<file path="src/rtl/line_animation_sequencer_pkg.sv">
// Shared types for the line animation sequencer: FSM state codes, play modes
// and the segment record layout stored in the external ROM.
package anim_pkg;

    typedef enum logic [3:0] {
        ST_IDLE       = 4'd0,
        ST_FETCH      = 4'd1,
        ST_LATCH      = 4'd2,
        ST_DRAW       = 4'd3,
        ST_WAIT_DRAW  = 4'd4,
        ST_HOLD       = 4'd5,
        ST_ERASE      = 4'd6,
        ST_WAIT_ERASE = 4'd7,
        ST_ADVANCE    = 4'd8,
        ST_FINISHED   = 4'd9,
        ST_CLR_DRAW   = 4'd10,
        ST_CLR_WAIT   = 4'd11
    } state_t;

    // Code 3 is not listed; anything that is not one-shot or ping-pong plays as a loop.
    typedef enum logic [1:0] {
        MODE_LOOP     = 2'd0,
        MODE_ONESHOT  = 2'd1,
        MODE_PINGPONG = 2'd2
    } mode_t;

    localparam int SEG_X_W = 10;
    localparam int SEG_Y_W = 9;

    typedef struct packed {
        logic [SEG_X_W-1:0] x0;
        logic [SEG_Y_W-1:0] y0;
        logic [SEG_X_W-1:0] x1;
        logic [SEG_Y_W-1:0] y1;
    } seg_t;

endpackage

</file>
<file path="src/rtl/line_animation_sequencer_if.sv">
// Start/done handshake plus endpoint/colour bus between the sequencer and the line drawer.
interface line_animation_sequencer_if #(
    parameter int X_W = 10,
    parameter int Y_W = 9
);
    logic           drw_start;
    logic           drw_done;
    logic [X_W-1:0] x0;
    logic [X_W-1:0] x1;
    logic [Y_W-1:0] y0;
    logic [Y_W-1:0] y1;
    logic           color;

    modport master (
        output drw_start, x0, y0, x1, y1, color,
        input  drw_done
    );

    modport slave (
        input  drw_start, x0, y0, x1, y1, color,
        output drw_done
    );
endinterface

</file>
<file path="src/rtl/line_animation_sequencer_stepper.sv">
// Combinational next-index / next-direction logic for loop, one-shot and ping-pong play.
module anim_index_stepper
    import anim_pkg::*;
#(
    parameter int NUM_SEGS = 10,
    parameter int IDX_W    = 4
) (
    input  logic [IDX_W-1:0] index,
    input  logic             dir_up,
    input  logic [1:0]       mode,
    output logic [IDX_W-1:0] next_index,
    output logic             next_dir_up,
    output logic             last
);
    localparam logic [IDX_W-1:0] LAST_IDX = IDX_W'(NUM_SEGS - 1);

    // Ping-pong turns around at either end without showing the endpoint twice.
    always_comb begin
        next_index  = index;
        next_dir_up = dir_up;
        last        = (index == LAST_IDX);
        if (NUM_SEGS == 1) begin
            next_index  = '0;
            next_dir_up = 1'b1;
        end else if (mode == MODE_PINGPONG) begin
            if (dir_up) begin
                if (index == LAST_IDX) begin
                    next_index  = index - 1'b1;
                    next_dir_up = 1'b0;
                end else begin
                    next_index = index + 1'b1;
                end
            end else begin
                if (index == '0) begin
                    next_index  = IDX_W'(1);
                    next_dir_up = 1'b1;
                end else begin
                    next_index = index - 1'b1;
                end
            end
        end else begin
            next_dir_up = 1'b1;
            next_index  = last ? '0 : index + 1'b1;
        end
    end

endmodule

</file>
<file path="src/rtl/line_animation_sequencer.sv">
// Steps a line drawer through a ROM table of segments, with optional erase of the
// previous segment and a column-sweep screen clear.
//
//  state      | meaning
//  -----------+-----------------------------------------------------
//  IDLE       | waiting for run
//  FETCH      | seg_addr presented to ROM
//  LATCH      | ROM word captured into endpoints, colour white
//  DRAW       | drw_start pulse for the white segment
//  WAIT_DRAW  | waiting for drw_done
//  HOLD       | segment shown; timer counts while run=1
//  ERASE      | drw_start pulse redrawing the same segment black
//  WAIT_ERASE | waiting for drw_done of the erase
//  ADVANCE    | step index/direction, or finish a one-shot
//  FINISHED   | one-shot complete; only clear or reset leave
//  CLR_DRAW   | drw_start pulse for one black clear column
//  CLR_WAIT   | waiting for drw_done of that column
module line_animation_sequencer
    import anim_pkg::*;
#(
    parameter int X_W         = 10,
    parameter int Y_W         = 9,
    parameter int SCREEN_W    = 640,
    parameter int SCREEN_H    = 480,
    parameter int NUM_SEGS    = 10,
    parameter int HOLD_CYCLES = 25_000_000,
    localparam int IDX_W      = (NUM_SEGS > 1) ? $clog2(NUM_SEGS) : 1
) (
    input  logic                   clk,
    input  logic                   reset,
    input  logic                   run,
    input  logic                   clear,
    input  logic [1:0]             mode,
    input  logic                   erase_prev,
    output logic [IDX_W-1:0]       seg_addr,
    input  logic [2*(X_W+Y_W)-1:0] seg_data,
    line_animation_sequencer_if.master drw,
    output logic                   busy,
    output logic                   done,
    output logic [IDX_W-1:0]       cur_index
);
    localparam int SEG_W = 2 * (X_W + Y_W);
    localparam int HC_W  = $clog2(HOLD_CYCLES + 1);

    localparam logic [HC_W-1:0] HOLD_LAST = HC_W'(HOLD_CYCLES - 1);
    localparam logic [X_W-1:0]  COL_LAST  = X_W'(SCREEN_W - 1);
    localparam logic [Y_W-1:0]  ROW_LAST  = Y_W'(SCREEN_H - 1);

    localparam logic [3:0] S_IDLE       = ST_IDLE;
    localparam logic [3:0] S_FETCH      = ST_FETCH;
    localparam logic [3:0] S_LATCH      = ST_LATCH;
    localparam logic [3:0] S_DRAW       = ST_DRAW;
    localparam logic [3:0] S_WAIT_DRAW  = ST_WAIT_DRAW;
    localparam logic [3:0] S_HOLD       = ST_HOLD;
    localparam logic [3:0] S_ERASE      = ST_ERASE;
    localparam logic [3:0] S_WAIT_ERASE = ST_WAIT_ERASE;
    localparam logic [3:0] S_ADVANCE    = ST_ADVANCE;
    localparam logic [3:0] S_FINISHED   = ST_FINISHED;
    localparam logic [3:0] S_CLR_DRAW   = ST_CLR_DRAW;
    localparam logic [3:0] S_CLR_WAIT   = ST_CLR_WAIT;

    logic [3:0]       state;
    logic [IDX_W-1:0] idx;
    logic             dir_up;
    logic [HC_W-1:0]  hold_cnt;
    logic [X_W-1:0]   col;
    logic [X_W-1:0]   x0_q, x1_q;
    logic [Y_W-1:0]   y0_q, y1_q;
    logic             color_q;

    logic [IDX_W-1:0] next_idx;
    logic             next_dir_up;
    logic             last_seg;

    anim_index_stepper #(
        .NUM_SEGS (NUM_SEGS),
        .IDX_W    (IDX_W)
    ) u_step (
        .index       (idx),
        .dir_up      (dir_up),
        .mode        (mode),
        .next_index  (next_idx),
        .next_dir_up (next_dir_up),
        .last        (last_seg)
    );

    // Sequencer FSM; reset beats clear, clear beats everything else and aborts any draw.
    always_ff @(posedge clk) begin
        if (reset) begin
            state    <= S_IDLE;
            idx      <= '0;
            dir_up   <= 1'b1;
            hold_cnt <= '0;
            col      <= '0;
            x0_q     <= '0;
            x1_q     <= '0;
            y0_q     <= '0;
            y1_q     <= '0;
            color_q  <= 1'b0;
        end else if (clear) begin
            state   <= S_CLR_DRAW;
            col     <= '0;
            x0_q    <= '0;
            x1_q    <= '0;
            y0_q    <= '0;
            y1_q    <= ROW_LAST;
            color_q <= 1'b0;
        end else begin
            case (state)
                S_IDLE: begin
                    if (run) state <= S_FETCH;
                end
                S_FETCH: state <= S_LATCH;
                S_LATCH: begin
                    x0_q    <= seg_data[SEG_W-1 -: X_W];
                    y0_q    <= seg_data[X_W+2*Y_W-1 -: Y_W];
                    x1_q    <= seg_data[X_W+Y_W-1 -: X_W];
                    y1_q    <= seg_data[Y_W-1:0];
                    color_q <= 1'b1;
                    state   <= S_DRAW;
                end
                S_DRAW: state <= S_WAIT_DRAW;
                S_WAIT_DRAW: begin
                    if (drw.drw_done) state <= S_HOLD;
                end
                S_HOLD: begin
                    if (run) begin
                        if (hold_cnt == HOLD_LAST) begin
                            hold_cnt <= '0;
                            if (erase_prev) begin
                                color_q <= 1'b0;
                                state   <= S_ERASE;
                            end else begin
                                state <= S_ADVANCE;
                            end
                        end else begin
                            hold_cnt <= hold_cnt + 1'b1;
                        end
                    end
                end
                S_ERASE: state <= S_WAIT_ERASE;
                S_WAIT_ERASE: begin
                    if (drw.drw_done) state <= S_ADVANCE;
                end
                S_ADVANCE: begin
                    if ((mode == MODE_ONESHOT) && last_seg) begin
                        state <= S_FINISHED;
                    end else begin
                        idx    <= next_idx;
                        dir_up <= next_dir_up;
                        state  <= S_FETCH;
                    end
                end
                S_FINISHED: state <= S_FINISHED;
                S_CLR_DRAW: state <= S_CLR_WAIT;
                S_CLR_WAIT: begin
                    if (drw.drw_done) begin
                        if (col == COL_LAST) begin
                            idx      <= '0;
                            dir_up   <= 1'b1;
                            hold_cnt <= '0;
                            state    <= run ? S_FETCH : S_IDLE;
                        end else begin
                            col   <= col + 1'b1;
                            x0_q  <= col + 1'b1;
                            x1_q  <= col + 1'b1;
                            state <= S_CLR_DRAW;
                        end
                    end
                end
                default: state <= S_IDLE;
            endcase
        end
    end

    assign drw.drw_start = (state == S_DRAW) || (state == S_ERASE) || (state == S_CLR_DRAW);
    assign drw.x0        = x0_q;
    assign drw.x1        = x1_q;
    assign drw.y0        = y0_q;
    assign drw.y1        = y1_q;
    assign drw.color     = color_q;

    assign seg_addr  = idx;
    assign cur_index = idx;
    assign busy      = (state != S_IDLE) && (state != S_FINISHED);
    assign done      = (state == S_FINISHED);

endmodule

</file>
<file path="src/flat_wrapper.sv">
// flat-port wrapper written by rule: the top's interface ports become plain ports
module line_animation_sequencer_flat import anim_pkg::*;
#(
    parameter int X_W         = 10,
    parameter int Y_W         = 9,
    parameter int SCREEN_W    = 640,
    parameter int SCREEN_H    = 480,
    parameter int NUM_SEGS    = 10,
    parameter int HOLD_CYCLES = 25_000_000,
    localparam int IDX_W      = (NUM_SEGS > 1) ? $clog2(NUM_SEGS) : 1
)
  (clk, reset, run, clear, mode, erase_prev, seg_addr, seg_data, busy, done, cur_index, drw_drw_start, drw_x0, drw_y0, drw_x1, drw_y1, drw_color, drw_drw_done);
  line_animation_sequencer_if #(.X_W(X_W), .Y_W(Y_W)) drw_i ();
  input  logic clk;
  input  logic reset;
  input  logic run;
  input  logic clear;
  input  logic [1:0] mode;
  input  logic erase_prev;
  output logic [IDX_W-1:0] seg_addr;
  input  logic [2*(X_W+Y_W)-1:0] seg_data;
  output logic busy;
  output logic done;
  output logic [IDX_W-1:0] cur_index;
  output wire logic [$bits(drw_i.drw_start)-1:0] drw_drw_start;
  output wire logic [$bits(drw_i.x0)-1:0] drw_x0;
  output wire logic [$bits(drw_i.y0)-1:0] drw_y0;
  output wire logic [$bits(drw_i.x1)-1:0] drw_x1;
  output wire logic [$bits(drw_i.y1)-1:0] drw_y1;
  output wire logic [$bits(drw_i.color)-1:0] drw_color;
  input wire logic [$bits(drw_i.drw_done)-1:0] drw_drw_done;
  assign drw_drw_start = drw_i.drw_start;
  assign drw_x0 = drw_i.x0;
  assign drw_y0 = drw_i.y0;
  assign drw_x1 = drw_i.x1;
  assign drw_y1 = drw_i.y1;
  assign drw_color = drw_i.color;
  assign drw_i.drw_done = drw_drw_done;
  line_animation_sequencer #(.X_W(X_W), .Y_W(Y_W), .SCREEN_W(SCREEN_W), .SCREEN_H(SCREEN_H), .NUM_SEGS(NUM_SEGS), .HOLD_CYCLES(HOLD_CYCLES)) u_core (.clk(clk), .reset(reset), .run(run), .clear(clear), .mode(mode), .erase_prev(erase_prev), .seg_addr(seg_addr), .seg_data(seg_data), .drw(drw_i), .busy(busy), .done(done), .cur_index(cur_index));
endmodule
</file>
<file path="config.mk">
export PLATFORM = sky130hd
export DESIGN_NAME = line_animation_sequencer_flat
export DESIGN_NICKNAME = d
export VERILOG_FILES = /design/src/rtl/line_animation_sequencer_pkg.sv /design/src/rtl/line_animation_sequencer_if.sv /design/src/rtl/line_animation_sequencer_stepper.sv /design/src/rtl/line_animation_sequencer.sv /design/src/flat_wrapper.sv
export SDC_FILE = /design/constraint.sdc
export NUM_CORES = 1
export LEC_CHECK = 0
export ABC_CLOCK_PERIOD_IN_PS = 2900
export CAP_MARGIN = 25
export CORE_ASPECT_RATIO = 1.5
export CORE_MARGIN = 4
export CORE_UTILIZATION = 53
export CTS_BUF_LIST = sky130_fd_sc_hd__clkbuf_8
export CTS_CLUSTER_DIAMETER = 120
export DETAILED_ROUTE_END_ITERATION = 16
export GPL_TIMING_DRIVEN = 0
export PLACE_DENSITY = 0.83
export SETUP_SLACK_MARGIN = 0.5
export SYNTH_ARGS = -nofsm -noshare
export SYNTH_HDL_FRONTEND = slang
export SYNTH_HIERARCHICAL = 1
export SYNTH_SLANG_ARGS = --single-unit
</file>
<file path="constraint.sdc">
create_clock -name clk -period 2.9 [get_ports clk]
set_input_delay 0.58 -clock clk [delete_from_list [all_inputs] [get_ports clk]]
set_output_delay 0.58 -clock clk [all_outputs]
set_load 0.01 [all_outputs]
</file>
======== Word-level counts from Yosys, hierarchy flattened ========
Cells that the tools add are included.
operators by class
  add/sub/neg operators ................... 4
  multipliers ............................. 0
  divide/modulo/power cells ............... 0
  order comparisons ....................... 0
  equality and inequality tests ........... 33
  shift operators ......................... 0
  multiplexer cells ....................... 44
  bitwise logic cells ..................... 2
  reduce and logical (&&, ||, !) cells .... 20
operators with widths
  operator                 count
  $mux W25                 4
  $mux W4                  18
  $pmux W25 S2             1
  $pmux W4 S12             1
  $pmux W10 S2             2
  $add A25 B1 Y25 const B  1
  $eq A25 B25 Y1 const B   1
  $eq A4 B4 Y1 const B     5
  $mux W10                 2
  $mux W9                  2
  $eq A4 B3 Y1 const B     4
  $ne A2 B2 Y1 const B     8
  $ne A3 B3 Y1 const B     5
  $reduce_and A6 Y1        2
  $mux W1                  11
  $add A10 B1 Y10 const B  1
  $eq A10 B10 Y1 const B   1
  $reduce_and A5 Y1        2
  $reduce_bool A2 Y1       5
  $eq A4 B2 Y1 const B     2
  $logic_not A4 Y1         2
  $pmux W4 S2              1
  $reduce_and A3 Y1        2
  $add A4 B1 Y4 const B    1
  other kinds (14)         19
storage, ports and cells
  flip-flop bits (word level) ............. 83
  bits in latches ......................... 0
  bits in writable memories ............... 0
  ROM bits ................................ 0
  input port bits ......................... 46
  output and inout bits ................... 50
  memories ................................ 0

======== Longest topological paths before layout ========
Gate-level depths: netlist (run 1).
  depth in word-level cells ............... 6
  mapped depth ............................ 10
  gate-level depth less buffers ........... 8

======== By module ========
The synthesis (run 1) kept the hierarchy.
by module, submodules not included
  module                    times used  cells each  area an instance (um^2)  sequential area each (um^2)
  line_animation_sequencer  1           518         4141.5                   1661.6
  anim_index_stepper        1           42          312.8                    0.0

======== Worst setup path after synthesis (run 1) ========
No wires, ideal clock.
  path type ............................... flip-flop to flip-flop
  from .................................... register u_core.idx[1], in the netlist u_core/cur_index[1]
  to ...................................... register u_core.dir_up
  setup time .............................. 0.071 ns
  arrival ................................. 2.123 ns
  required time ........................... 2.829 ns
  setup slack ............................. 0.706 ns
  cell stages (with the launch flop) ...... 9
  path buffers ............................ 1
  clock period less this slack ............ 2.194 ns
  cell sequence ........................... dfxtp_1 > inv_1 > ha_1 > and3b_1 > buf_6 > a311oi_1 > o21ai_0 > nor2b_1 > o21bai_1
on the way
  cells in the longest elaborated chain, start to end .. 6
  elaborated cells on any way between the ends .. 11
RTL lines
  what                       RTL line                                source
  from (decl)                line_animation_sequencer.sv:63          logic [IDX_W-1:0] idx;
  from (signal assigned)     line_animation_sequencer.sv:149         idx <= next_idx;
  $eq A4 B4 Y1 *             line_animation_sequencer_stepper.sv:21  last = (index == LAST_IDX);
  named net u_core.last_seg  line_animation_sequencer.sv:73          logic last_seg;
  $mux W1                    line_animation_sequencer_stepper.sv:27  if (index == LAST_IDX) begin
  $mux W1                    line_animation_sequencer_stepper.sv:26  if (dir_up) begin
  $mux W1                    line_animation_sequencer_stepper.sv:25  end else if (mode == MODE_PINGPONG) begin
  $mux W1                    line_animation_sequencer.sv:146         if ((mode == MODE_ONESHOT) && last_seg) begin
  $pmux W1 S2                line_animation_sequencer.sv:109         case (state)
  to (signal assigned)       line_animation_sequencer.sv:150         dir_up <= next_dir_up;
  to (decl)                  line_animation_sequencer.sv:64          logic dir_up;
The timed path passes the listed nets; every way through them passes the cells marked *. The select of a mux whose other input is x is not followed.
A chain may end at the register's enable or synchronous reset.

======== Worst setup path in the final report (run 1) ========
  from .................................... register u_core.state[2]
  to ...................................... register u_core.x1_q[3], in the netlist u_core/drw.x1[3]
on the way
  cells in the longest elaborated chain, start to end .. 3
  elaborated cells on any way between the ends .. 7
RTL lines
  what                                                                 RTL line                         source
  from (decl)                                                          line_animation_sequencer.sv:62   logic [3:0] state;
  from (signal assigned)                                               line_animation_sequencer.sv:162  state <= run ? S_FETCH : S_IDLE;
  $eq A4 B4 Y1 / $eq A4 B2 Y1 (equally long branches)                  line_animation_sequencer.sv:109
  $ne A2 B2 Y1 (no line) / $reduce_bool A2 Y1 (equally long branches)  --
  $reduce_and A3 Y1 (no line)                                          --
  to (signal assigned)                                                 line_animation_sequencer.sv:117  x1_q <= seg_data[X_W+Y_W-1 -: X_W];
  to (signal assigned)                                                 line_animation_sequencer.sv:166  x1_q <= col + 1'b1;
  to (decl)                                                            line_animation_sequencer.sv:67   logic [X_W-1:0] x0_q, x1_q;
Parallel ways exist; a longest one is shown, timed or not.

==> impl_metrics.ini, run 1 <==
[run_status]
outcome = complete, no violations

[global_routing]
grt_usage_pct = 25.5
grt_start_max_net_pins = 15
antenna_found_initial = 0
first_global_vias = 4578
grt_overflow = 0
grt_pass1_wl_mm = 21.0

[clock_network]
cts_buffers = 9
hold_buffers = 0
cts_max_level = 3
cts_tree = built
clk_latency_ps = 370
cts_max_path_buffers = 2
path_clk_slew_ps = 90
cts_root_buf = clkbuf_8
clock_sinks = 83

[routing]
routed-via-count = 4644
first_pass_iters = 5
drt-total-wl_mm = 13.1
via_per_inst = 5.89
routed-wl-met2_mm = 6.92
wl_per_cell_um = 16.7
drc = 0
wl_met1_mm = 4.83
wl_met3_um = 790
routed.top_layer = met4
antenna_left = 0
drt_iter0_markers = 253

[synthesis]
synthTopCellsByArea = dfxtp_1 (37%), nand2_1 (6.6%), a21oi_1 (6.1%)
yosysWarnings = 6
yosysTopAreaCell = dfxtp_1
synth_compound_area_share_pct = 19.4
ys.flop_type = dfxtp_1
synth_nets = 611
synth_seq_cells = 83
synth.most_common_cell = dfxtp_1
syn_inst = 560
yosys.area_share.simple_pct = 30.6
ys_types = 71
avgSynthCellArea_um2 = 7.95
synth-edff-count = 0
ys_seq_area_share_pct = 37.3
synthArstFlopShare_pct = 0
syn_area_mm2 = 0.00445
synth-xor-area-share_pct = 5.11
synth_top_cells_by_count = dfxtp_1 (83), nand2_1 (78), a21oi_1 (54), nor2_1 (54), clkbuf_1 (24)
synthAdderAreaFrac_pct = 1.40
synthMuxAreaShare_pct = 0.449
synth_top_area_share_pct = 37.3
synth_top_family_by_area = simple AND/OR/NAND/NOR gates

[worst_setup_path]
cp_max_fo = 10
max_stage_delay_ps = 320
cp_cell_sequence = buf_2, nand2b_1, nor2_4, buf_2, clkbuf_4, o21ai_0, o211ai_1, a21oi_1
crit_required_ps = 3140
start_kind = flop
worstSetupEndpointType = flop
cp_common_cell = buf_2
worstSetupPathType = flop to flop
arrival_ps = 2510
slowest_stage = dfxtp_1

[sta]
setup_viol = 0
worst_pin_slew_ps = 772
rsz0062_at_grt = no
max_slew_margin_pct = 48.1
fin_tns_setup_ps = 0
fmaxAchievable_mhz = 441
fin_worst_skew_ps = 11.6
post-route-period-util_pct = 78.1
hold_viol = 0
fin_crit_ps = 2270
drv_slew = 0

[place]
place_congestion = 0.892
dp.final_hpwl_mm = 9.60
port_buffers = 95
place_area_mm2 = 0.00554

[layout]
syn_to_final_growth_pct = 32.9
multi_input_area_mm2 = 0.00258
ff_latch_area_mm2 = 0.00167
final_cell_area_mm2 = 0.00592
fin_nets = 729
antenna_cells = 0
drive_gt1_share_pct = 13.5
fill_cells = 651

[worst_hold_path]
hp-class = flop to flop

[power]
power.density_mw_per_mm2 = 417
pwr-share-comb_pct = 14.7
power_switching_w = 0.000648
ir_worst_vdd_mv = 0.334
internal_power_w = 0.00182
leakage_nw = 2.11
pwr-share-clk_pct = 37.5
p_seq_share_pct = 47.8
swShare_pct = 26.2

[job]
max_cap_violations = 0

[floorplanning]
die-area_mm2 = 0.00997
die-width_um = 82.9
placementRows = 40
io_pins = 96
core_area_mm2 = 0.00811
die_h_um = 120
start_util_pct = 54.9
worst max-delay path, delay by kind of cell, from the launching register on:
family,cells,cell delay [ps]
buffers and inverters,3,800
AND/OR/NAND/NOR,2,520
flip-flops,1,320
AO/OA/AOI/OAI,3,500
layout make-up:
type                            count  area share, %
Multi-Input combinational cell    425           43.5
Sequential cell                    83           28.1
Timing Repair Buffer              107           17.6
Buffer                             38           3.93
Tap cell                          105           2.22
Clock buffer                        9           2.09
Clock inverter                      7           1.56
Inverter                           14          0.951
metal layers:
layer	vias up	track usage [%]
met5	-	0
met4	0	14.7
met3	43	6.61
met2	167	46.9
met1	2206	25.7
li1	2228	-
cell families after synthesis:
group           Yosys count
buf+inv                  52
flops                    83
mux                       2
compound gates          136
fa+ha+maj                 5
xor+xnor                 26
simple gates            256
power groups by stage:
stage / logic [W] / registers [W] / clock network, W
floorplan: 0.000162 / 0.00122 / 0
global placement: 0.000339 / 0.00121 / 0
detailed placement: 0.000347 / 0.00121 / 0
CTS: 0.000354 / 0.00118 / 0.000940
global route: 0.000391 / 0.00119 / 0.000983
finish: 0.000363 / 0.00118 / 0.000926
cells in the final DEF, fill, tap and decap left out, types with 5 or more instances in the layout:
master,count
a211oi_1,8
a21oi_1,54
a31oi_1,12
and2_1,6
and3_1,5
buf_2,5
buf_4,16
clkbuf_1,12
clkbuf_2,7
clkbuf_4,5
clkbuf_8,9
clkdlybuf4s50_1,91
dfxtp_1,79
inv_1,14
nand2_1,78
nand2b_1,7
nand3_1,19
nand4_1,8
nor2_1,52
nor2_2,11
nor3_1,17
o2111ai_1,5
o211ai_1,5
o21ai_0,16
o21ai_1,8
or3_1,11
xnor2_1,14
xor2_1,12
sequential cells by signal, indices dropped and copies added (netlist names):
| name | count |
|---|---|
| u_core/drw.x0 | 10 |
| u_core/dir_up | 1 |
| u_core/drw.y1 | 9 |
| u_core/col | 10 |
| u_core/cur_index | 4 |
| u_core/hold_cnt | 25 |
| u_core/drw.color | 1 |
| u_core/drw.y0 | 9 |
| u_core/state | 4 |
| u_core/drw.x1 | 10 |
path summary, 6_finish.rpt:
check / cells past startpoint / slack (ps) / end / from
max reg2reg: 8 / 630 / u_core/drw.x1[3] / u_core/state[2]
min reg2reg: 2 / 460 / u_core/drw.y0[8] / u_core/drw.y0[8]
min: 2 / 460 / u_core/drw.y0[8] / u_core/drw.y0[8]
max: 8 / 630 / u_core/drw.x1[3] / u_core/state[2]
what timing repair did:
| item | in CTS | in global routing |
|---|---|---|
| setup endpoints to repair | 43 | 48 |
| pin swaps | 3 | 4 |
| hold endpoints to repair | 0 | 0 |
| resized for setup | 19 | 25 |
| buffers inserted | 6 | 6 |
through the flow:
| stage | instances | total power (W) | hold slack, ps | util [%] | setup slack [ps] |
|---|---|---|---|---|---|
| 2_1_floorplan | 560 | 0.00138 | 458 | - | 706 |
| 3_3_place_gp | 760 | 0.00155 | 439 | 68.3 | 101 |
| 3_5_place_dp | 760 | 0.00156 | 448 | 68.3 | 9.47 |
| 4_1_cts | 782 | 0.00248 | 463 | 71.9 | 494 |
| 5_1_grt | 788 | 0.00256 | 486 | 73.0 | 508 |
| 6_report | 788 | 0.00247 | 459 | 73.0 | 634 |
Power figures use the tool's default switching activity.
==> inputs of run 2 (changes only) <==
--- a/config.mk
+++ b/config.mk
@@ -5,7 +5,7 @@
 export SDC_FILE = /design/constraint.sdc
 export NUM_CORES = 1
 export LEC_CHECK = 0
-export ABC_CLOCK_PERIOD_IN_PS = 2900
+export ABC_CLOCK_PERIOD_IN_PS = 2300
 export CAP_MARGIN = 25
 export CORE_ASPECT_RATIO = 1.5
 export CORE_MARGIN = 4
==> constraint.sdc (replaced) <==
create_clock -name clk -period 2.3 [get_ports clk]
set_input_delay 0.46 -clock clk [delete_from_list [all_inputs] [get_ports clk]]
set_output_delay 0.46 -clock clk [all_outputs]
set_load 0.01 [all_outputs]
==> impl_metrics.ini, run 2 (synthesis gave the netlist of run 1 again) <==
[run_status]
outcome = complete, no violations

[layout]
drive_gt1_share_pct = 36.1
max_flop_register = u_core/hold_cnt
syn_to_final_growth_pct = 64.4
final_common_cell = clkdlybuf4s50_1
final_cell_area_mm2 = 0.00732
largest_register_ffs = 25
fin_nets = 780
antenna_cells = 0
layout_common_cells = clkdlybuf4s50_1 (84), nand2_1 (69), dfxtp_1 (62), nor2_1 (52), buf_4 (51)

[worst_hold_path]
hold_depth = 2
min-delay-start = u_core/drw.y0[5]
hp-class = flop to flop
min_to = u_core/drw.y0[5]

[power]
power.density_mw_per_mm2 = 460
power_switching_w = 0.000945
internal_power_w = 0.00243
swShare_pct = 28.0
leakage_nw = 2.69
pwr-share-comb_pct = 20.7
ir_worst_vdd_mv = 0.372
pwr-share-clk_pct = 35.1
p_seq_share_pct = 44.2

[floorplanning]
start_util_pct = 54.9
die_h_um = 120
die-width_um = 82.9
io_pins = 96
die-area_mm2 = 0.00997
placementRows = 40
core_area_mm2 = 0.00811

[sta]
worst_pin_slew_ps = 589
max_slew_margin_pct = 60.7
post-route-period-util_pct = 96.2
fin_worst_skew_ps = 10.1
fin_crit_ps = 2210
setup_viol = 0
hold_viol = 0
rsz0062_at_grt = yes
fmaxAchievable_mhz = 452
drv_slew = 0
fin_tns_setup_ps = 0

[worst_setup_path]
start_kind = flop
cp_max_fo = 5
r2r_slack_ps = 90
crit_required_ps = 2600
worstSetupEndpointType = flop
arrival_ps = 2510
worstSetupPathType = flop to flop
reg2reg_to = u_core/hold_cnt[18]
r2r_start = u_core/hold_cnt[3]
r2r_cells = 6

[routing]
via_per_inst = 6.59
drc = 0
drt-total-wl_mm = 19.6
wl_per_cell_um = 23.3
antenna_left = 0
first_pass_iters = 5
routed-via-count = 5526
drt_iter0_markers = 632

[place]
dp.final_hpwl_mm = 9.92
port_buffers = 95
place_area_mm2 = 0.00570
place_congestion = 0.879

[global_routing]
grt_start_max_net_pins = 15
grt_overflow = 0
first_global_vias = 5105
antenna_found_initial = 0
grt_pass1_wl_mm = 24.6
grt_usage_pct = 30.2

[clock_network]
cts_buffers = 9
clk_latency_ps = 370
path_clk_slew_ps = 90
cts_root_buf = clkbuf_8
cts_max_path_buffers = 2
clock_sinks = 83
cts_tree = built
cts_max_level = 3

[job]
max_cap_violations = 0
-- run 2: per-stage QoR --
stage                     power (W)  setup WS [ps]  std cells  util [%]  hold slack (ps)
after global routing        0.00346           41.5        839      90.3              490
after floorplan             0.00176            341        560         -              458
final                       0.00337           86.6        839      90.3              470
after global placement      0.00197           -394        760      70.4              442
after detailed placement    0.00199           -411        760      70.4              447
after CTS                   0.00321            278        817      81.4              459
-- run 2: layer usage --
metal | vias up | track usage (%) | wire, um
met5 | - | 0 | 0
li1 | 2330 | - | -
met3 | 161 | 6.48 | 1630
met2 | 433 | 55.2 | 10100
met4 | 0 | 18.7 | 1480
met1 | 2602 | 31.1 | 6380
-- run 2: layout make-up --
class	count	area (um^2)
Tap cell	105	131
Sequential cell	83	1710
Fill cell	330	786
Clock buffer	9	124
Inverter	14	57.6
Timing Repair Buffer	158	1570
Clock inverter	7	92.6
Multi-Input combinational cell	425	3240
Buffer	38	397
-- run 2: repair_timing --
action                                  4_1_cts  5_1_grt
hold buffers                                  0        0
endpoints found under the setup margin       94       78
setup buffers                                38       19
pin swaps                                    43       52
resized for setup                           107      137
gates cloned                                  3        3
-- run 2: worst max-delay path by stage --
stage / start / end / slack (ps) / cells past startpoint
final: u_core/hold_cnt[3] / u_core/hold_cnt[18] / 90 / 6
after global routing: u_core/hold_cnt[3] / u_core/hold_cnt[18] / 40 / 6
after CTS: u_core/hold_cnt[9] / u_core/hold_cnt[17] / 280 / 10
after detailed placement: clear / u_core/hold_cnt[23] / -410 / 8
after global placement: clear / u_core/hold_cnt[23] / -390 / 8
after floorplan: u_core/hold_cnt[1] / u_core/hold_cnt[18] / 340 / 7
-- run 2: power groups by stage --
| stage | registers, W | clock network, W | logic [W] |
|---|---|---|---|
| after floorplan | 0.00154 | 0 | 0.000228 |
| after global placement | 0.00152 | 0 | 0.000452 |
| after detailed placement | 0.00152 | 0 | 0.000462 |
| after CTS | 0.00149 | 0.00116 | 0.000563 |
| after global routing | 0.00149 | 0.00125 | 0.000721 |
| final | 0.00149 | 0.00118 | 0.000697 |
-- run 2: worst max-delay path: stages, from the launching register on --
cell and delay [ps]:
dfxtp_2 430, nand3_4 150, or3_4 460, nor3_4 210, nand4_2 190, or4b_4 550
a21oi_2 140
